==> src/rtl/ex_div_stall_unit.sv <==
// rtl/ex_div_stall_unit.sv - multi-cycle EX-stage integer divider with pipeline stall request
//
// Restoring divider that raises stall_req_o while a DIV/DIVU occupies EX.
// Optional macro: DIV_EARLY_OUT_EN -- when |dividend| < |divisor| the
// result is produced straight from IDLE without iterating.
//
// Ports:
//   clk          rising-edge clock
//   rst          asynchronous active-low reset
//   start_i      divide requested by the instruction held in EX
//   signed_i     1 = DIV (signed), 0 = DIVU
//   annul_i      flush; abandon the current divide
//   dividend_i   dividend
//   divisor_i    divisor
//   result_o     {remainder, quotient}
//   ready_o      result_o valid
//   stall_req_o  EX stall request to the pipeline controller
module ex_div_stall_unit #(
  parameter int WIDTH = 32,
  parameter int CNT_W = 6
) (
  input  logic               clk,
  input  logic               rst,
  input  logic               start_i,
  input  logic               signed_i,
  input  logic               annul_i,
  input  logic [WIDTH-1:0]   dividend_i,
  input  logic [WIDTH-1:0]   divisor_i,
  output logic [2*WIDTH-1:0] result_o,
  output logic               ready_o,
  output logic               stall_req_o
);

  typedef enum logic [1:0] {IDLE, BYZERO, RUN, DONE} state_t;

  state_t             state_q, state_d;
  logic [CNT_W-1:0]   cnt_q, cnt_d;
  logic [WIDTH-1:0]   rem_q, rem_d;
  logic [WIDTH-1:0]   quo_q, quo_d;     // holds the dividend, shifted out as quotient bits shift in
  logic [WIDTH-1:0]   dvsr_q, dvsr_d;
  logic               neg_quo_q, neg_quo_d;
  logic               neg_rem_q, neg_rem_d;
  logic [2*WIDTH-1:0] result_q, result_d;

  logic [WIDTH-1:0]   dividend_mag, divisor_mag;
  logic [WIDTH:0]     trial_shift, trial_diff;
  logic [WIDTH-1:0]   step_rem, step_quo;
  logic [WIDTH-1:0]   final_rem, final_quo;

  // Datapath for one restoring step. The partial remainder is always below
  // the divisor, so the shifted value fits in WIDTH+1 bits and bit WIDTH of
  // the difference is the borrow of the trial subtraction.
  always_comb begin
    dividend_mag = (signed_i && dividend_i[WIDTH-1]) ? -dividend_i : dividend_i;
    divisor_mag  = (signed_i && divisor_i[WIDTH-1])  ? -divisor_i  : divisor_i;
    trial_shift  = {rem_q, quo_q[WIDTH-1]};
    trial_diff   = trial_shift - {1'b0, dvsr_q};
    step_quo     = {quo_q[WIDTH-2:0], ~trial_diff[WIDTH]};
    step_rem     = trial_diff[WIDTH] ? trial_shift[WIDTH-1:0] : trial_diff[WIDTH-1:0];
    final_quo    = neg_quo_q ? -step_quo : step_quo;
    final_rem    = neg_rem_q ? -step_rem : step_rem;
  end

  always_comb begin
    state_d   = state_q;
    cnt_d     = cnt_q;
    rem_d     = rem_q;
    quo_d     = quo_q;
    dvsr_d    = dvsr_q;
    neg_quo_d = neg_quo_q;
    neg_rem_d = neg_rem_q;
    result_d  = result_q;

    if (annul_i) begin
      // Flush wins over everything, including a simultaneous start.
      state_d = IDLE;
    end else begin
      case (state_q)
        IDLE: begin
          if (start_i) begin
            if (divisor_i == '0) begin
              state_d = BYZERO;
`ifdef DIV_EARLY_OUT_EN
            end else if (dividend_mag < divisor_mag) begin
              // Quotient is zero and the remainder is the dividend itself.
              state_d  = DONE;
              result_d = {dividend_i, {WIDTH{1'b0}}};
`endif
            end else begin
              state_d   = RUN;
              cnt_d     = '0;
              rem_d     = '0;
              quo_d     = dividend_mag;
              dvsr_d    = divisor_mag;
              neg_quo_d = signed_i & (dividend_i[WIDTH-1] ^ divisor_i[WIDTH-1]);
              neg_rem_d = signed_i & dividend_i[WIDTH-1];
            end
          end
        end
        BYZERO: begin
          result_d = '0;
          state_d  = DONE;
        end
        RUN: begin
          rem_d = step_rem;
          quo_d = step_quo;
          cnt_d = cnt_q + CNT_W'(1);
          if (cnt_q == CNT_W'(WIDTH - 1)) begin
            state_d  = DONE;
            result_d = {final_rem, final_quo};
          end
        end
        DONE: begin
          if (!start_i) state_d = IDLE;
        end
        default: state_d = IDLE;
      endcase
    end
  end

  always_ff @(posedge clk or negedge rst) begin
    if (!rst) begin
      state_q   <= IDLE;
      cnt_q     <= '0;
      rem_q     <= '0;
      quo_q     <= '0;
      dvsr_q    <= '0;
      neg_quo_q <= 1'b0;
      neg_rem_q <= 1'b0;
      result_q  <= '0;
    end else begin
      state_q   <= state_d;
      cnt_q     <= cnt_d;
      rem_q     <= rem_d;
      quo_q     <= quo_d;
      dvsr_q    <= dvsr_d;
      neg_quo_q <= neg_quo_d;
      neg_rem_q <= neg_rem_d;
      result_q  <= result_d;
    end
  end

  assign result_o    = result_q;
  assign ready_o     = (state_q == DONE);
  // Dropping the request in DONE lets the pipeline advance on that cycle.
  assign stall_req_o = start_i & ~ready_o & ~annul_i;

endmodule

==> config.mk <==
export PLATFORM = sky130hd
export DESIGN_NAME = ex_div_stall_unit
export DESIGN_NICKNAME = d
export VERILOG_FILES = /design/src/rtl/ex_div_stall_unit.sv
export SDC_FILE = /design/constraint.sdc
export NUM_CORES = 1
export LEC_CHECK = 0
export ABC_CLOCK_PERIOD_IN_PS = 13700
export BUFFER_PORTS_ARGS = -buffer_cell sky130_fd_sc_hd__buf_2
export CAP_MARGIN = 5
export CORE_MARGIN = 2
export CORE_UTILIZATION = 60
export DETAILED_ROUTE_END_ITERATION = 6
export PLACE_DENSITY_LB_ADDON = 0.3
export SYNTH_ARGS = -nofsm -noshare
export SYNTH_HDL_FRONTEND = slang
export SYNTH_SLANG_ARGS = --single-unit
export TNS_END_PERCENT = 5
==> constraint.sdc <==
create_clock -name clk -period 13.7 [get_ports clk]
set_input_delay 2.74 -clock clk [delete_from_list [all_inputs] [get_ports clk]]
set_output_delay 2.74 -clock clk [all_outputs]
set_load 0.1 [all_outputs]
### Word-level counts from Yosys, hierarchy flattened

Cells that the tools add are included.

| storage, ports and cells | value |
|---|---|
| flip-flop bits (word level) | 170 |
| word-level logic and storage cells | 65 |
| input bits | 69 |
| output and inout port bits | 66 |

| cells by class | value |
|---|---|
| multiplexer cells | 22 |
| equality and inequality tests | 10 |
| bitwise logic cells | 9 |
| reduce and logical (&&, ||, !) cells | 10 |
| add/sub/neg operators | 6 |

Operator list:

| cell | number |
|---|---|
| $mux W32 | 9 |
| $neg A32 Y32 | 4 |
| $pmux W32 S2 | 2 |
| $pmux W64 S2 | 1 |
| $mux W64 | 1 |
| $sub A33 B32 Y33 | 1 |
| $logic_not A32 Y1 | 1 |
| $mux W6 | 2 |
| $pmux W6 S2 | 1 |
| $mux W2 | 5 |
| $ne A3 B3 Y1 const B | 3 |
| $pmux W2 S4 | 1 |
| $reduce_and A4 Y1 | 2 |
| $add A6 B1 Y6 const B | 1 |
| $eq A6 B5 Y1 const B | 1 |
| $ne A2 B2 Y1 const B | 3 |
| $reduce_and A3 Y1 | 2 |
| $and A1 B1 Y1 | 4 |
| $eq A2 B2 Y1 const B | 2 |
| $not A1 Y1 | 4 |
| $reduce_bool A2 Y1 | 2 |
| $eq A2 B1 Y1 const B | 1 |
| $logic_and A1 B1 Y1 | 2 |
| $logic_not A2 Y1 | 1 |
| $xor A1 B1 Y1 | 1 |

### Longest topological paths before layout

| depth | value |
|---|---|
| depth after elaboration | 6 |
| depth in mapped cells | 24 |
| mapped depth without buffers | 21 |

### Worst setup path before layout

OpenSTA, ideal clock, no wires.

| timing | value |
|---|---|
| kind | input to output |
| start | input annul_i |
| end | output stall_req_o |
| arrival time | 5.132 ns |
| path slack | 5.828 ns |
| cell stages on the path | 2 |
| required time | 10.960 ns |
| path through | clkbuf_1 > nor3b_1 |

| on the way | value |
|---|---|
| cells in the longest elaborated chain, start to end | 2 |

Ends and longest elaborated chain:

| what | line | source |
|---|---|---|
| start: declaration | 26 | `input logic annul_i,` |
| $not A1 Y1 (no line) | n/a |  |
| $and A1 B1 Y1 | 146 | `assign stall_req_o = start_i & ~ready_o & ~annul_i;` |
| end: declaration | 31 | `output logic stall_req_o` |

Every way passes these cells.

### Worst setup path in the final report

Same ends and word-level chain as after synthesis.

==> run_results.csv <==
group,metric,value,unit
floorplan,dieArea,21600,sq um
critical_path,crit_arrival,3.53,ns
clocking,cts_buffers,17,
global_routing,grt_antenna_before_repair,1,
clocking,root_buffer,"clkbuf_16",
run_status,violations,"design-rule violations",
critical_path,crit_path_top_delay_cell,"buf_2",
run_status,status,"complete, but fails checks",
worst_hold_path,holdPathStages,2,
final_layout,syn2layout_area_growth,11.0,%
global_routing,first_global_vias,10300,
worst_hold_path,min_to,"result_o[36]",
routing,drc,1,
global_routing,grt_max_degree,127,
clocking,hold_buffers,0,
routing,dr.pass1.iters,7,
synthesis,synth_seq_area_share,34.7,%
critical_path,rr_endpoint,"result_o[28]",
final_layout,diodes,0,
clocking,clock_latency,0.45,ns
worst_hold_path,hold_path.startpoint,"result_o[36]",
timing,final.setup.tns,0,ns
critical_path,cp-start-kind,"input pin",
critical_path,crit_fanout,9,
clocking,cts_tree,"done",
routing,routed_wl,33.3,mm
synthesis,syn_area,12300,sq um
critical_path,worstPathRequired,10.96,ns
synthesis,synth_nets,1640,
placement,dp_slack,7.43,ns
timing,drv_slew,0,
critical_path,r2r_setup_slack,7.61,ns
pwr,peakVddDrop,190,uV
timing,worst_pin_slew,1.21,ns
critical_path,rr_startpoint,"quo_q[31]",
placement,place.gp.congestion,0.959,
synthesis,synth_cell_types,72,
routing,vias,11500,
synthesis,synthCells,1528,
placement,hpwl,24.4,mm
timing,setup_viol,0,
global_routing,grt_usage,31.1,%
critical_path,critPathKind,"in2out",
clocking,cts_setup_buffers,0,
clocking,path_clk_slew,0.07,ns
critical_path,cp_common_cell,"buf_2",
synthesis,synth_edf_count,0,
clocking,cts_max_level,4,
timing,fin_crit_sh,45.7,%
critical_path,critPathBufInv,2,
timing,fin_ws,7.43,ns
pwr,leakage,6.19,nW
routing,post_drt_via_cell_ratio,6.09,
global_routing,grt_pass1_wl,54.2,mm
timing,fmax,0.160,GHz
worst_hold_path,hold_class,"reg2reg",
floorplan,std_cell_rows,52,
floorplan,start_util,60.8,%
timing,rsz0062_at_grt,"false",
routing,antenna_left,0,
floorplan,die_y,147,um
clocking,post_cts_resize_count,0,
synthesis,ys_ff_latch,170,
synthesis,ys_warn_count,0,
final_layout,final_nets,1714,
final_layout,drive_gt1_share,12.9,%
global_routing,overflow,0,
critical_path,endpoint_kind,"output pin",
critical_path,crit_family,"buffers and inverters",
floorplan,ioPinCount,135,
clocking,cts_sinks,170,
synthesis,async_reset_ff_share,100,%
floorplan,coreArea,20200,sq um
placement,io_buffers,134,
timing,post-route-min-period,6.27,ns
routing,drtIter0Drc,1187,
critical_path,reg2reg_depth,20,
timing,hold_viol,0,
critical_path,max_stage_delay,0.45,ns
floorplan,die_x,147,um
synthesis,synth_area_per_cell,8.02,sq um
critical_path,crit_chain,"buf_2, nor3b_1, buf_2",
timing,finClkSkew,0.0147,ns
routing,drt-wirelength-per-cell,17.7,um
synthesis,synth_ff_type,"dfrtp_1",
timing,timing.slew.headroom,19.5,%
pwr,power,0.00291,W
pwr,powerDensity,213,nW/um^2
clocking,cts_buffer_depth,2,
flow_run,maxCapViolCount,0,
-- cells in the mapped netlist (all sizes together) (7+ instances only) --
master	number	share of area (%)
nor4	18	0.92
nor3	38	1.6
clkbuf	64	2.0
a211oi	9	0.59
and3	9	0.46
ha	42	4.3
o41ai	10	1.1
or4	14	0.86
nor2	108	3.3
nand2b	8	0.41
nand3	25	1.0
o21ai	184	7.5
or2	9	0.46
a21oi	116	4.8
a31oi	9	0.46
buf	23	0.97
a22o	7	0.50
and2	7	0.36
mux2	7	0.67
o211ai	10	0.61
mux2i	25	2.0
dfrtp	170	35
a21o	15	0.92
inv	56	1.7
xnor2	75	5.4
xor2	59	4.2
or3	31	1.6
o21a	9	0.62
o31ai	57	3.5
nand4	15	0.77
nand2	238	7.3
-- cell type report --
type | count | area, sq um
inverter | 56 | 210
fill | 1704 | 6560
timing repair buffer | 142 | 737
clock inverter | 15 | 201
sequential | 170 | 4250
multi-input combinational | 1215 | 7450
tap | 270 | 338
clock buffer | 17 | 425
-- logic make-up after synthesis --
kind of cell / count (synthesis) / share of synthesized area (%)
adders and majority gates: 43 / 4.45
xor gates and xnor gates: 134 / 9.57
DFF: 170 / 34.7
muxes: 32 / 2.71
and+or+nand+nor: 539 / 20.3
AOI/OAI and AO/OA: 467 / 23.6
buffers and inverters: 143 / 4.66
-- worst max path at each step --
stage / startpoint / to / slack [ns] / depth (start not counted)
2_1_floorplan: annul_i / stall_req_o / 5.83 / 2
3_3_place_gp: annul_i / stall_req_o / 7.42 / 3
3_5_place_dp: annul_i / stall_req_o / 7.43 / 3
4_1_cts: annul_i / stall_req_o / 7.43 / 3
5_1_grt: quo_q[31] / result_o[60] / 7.14 / 22
6_report: annul_i / stall_req_o / 7.43 / 3
-- report_power, final --
part           leakage, nW  internal [W]  switching, W
logic                 3.65      0.000427       0.00115
clock network        0.302      0.000266      0.000248
registers             2.24      0.000657      0.000156
-- routing by layer --
metal  track usage (%)  vias to the layer above  share of wire (%)
met5                 0                        -              0.039
met4              7.88                        2                1.4
met3              5.56                       36                9.5
met2              42.9                      490                 40
met1              50.2                     5354                 49
li1                  -                     5598                  -
-- stage by stage --
step	std cells	utilization, %	area (sq um)	hold slack (ns)
after floorplan	1528	-	12300	0.461
after global placement	1853	64.4	13000	0.455
after detailed placement	1853	64.4	13000	0.465
after CTS	1885	67.5	13600	0.482
after global routing	1885	67.5	13600	0.494
final	1885	67.5	13600	0.474
-- worst reg2reg max path, delay by kind of cell, from the launching register on --
| kind | cells | cell delay (ns) |
|---|---|---|
| AO/OA/AOI/OAI | 8 | 2.10 |
| XOR/XNOR | 1 | 0.20 |
| adder cells (fa/ha/maj) | 3 | 1.02 |
| buffers and inverters | 4 | 1.26 |
| flip-flops | 1 | 0.42 |
| AND/OR/NAND/NOR | 4 | 0.95 |
-- registers in the layout (all words and copies together) (netlist names) --
signal and cells:
quo_q 32, neg_quo_q 1, rem_q 32, neg_rem_q 1, state_q 2, result_o 64
cnt_q 6, dvsr_q 32
-- cell usage in the layout (no fill, tap or decap), drive strengths merged, types with 6 or more instances in the layout --
cell	instances
nand2	238
o21ai	184
dfrtp	170
buf	142
a21oi	116
nor2	108
xnor2	75
inv	63
xor2	59
o31ai	57
ha	42
nor3	38
or3	31
mux2i	25
nand3	25
nor4	18
clkbuf	17
nand4	15
a21o	15
or4	14
o211ai	10
o41ai	10
and3	9
a31oi	9
a211oi	9
o21a	9
or2	9
nand2b	8
and2	7
a22o	7
mux2	7
clkinv	6
Note: power is estimated with default switching activity, not from simulation.
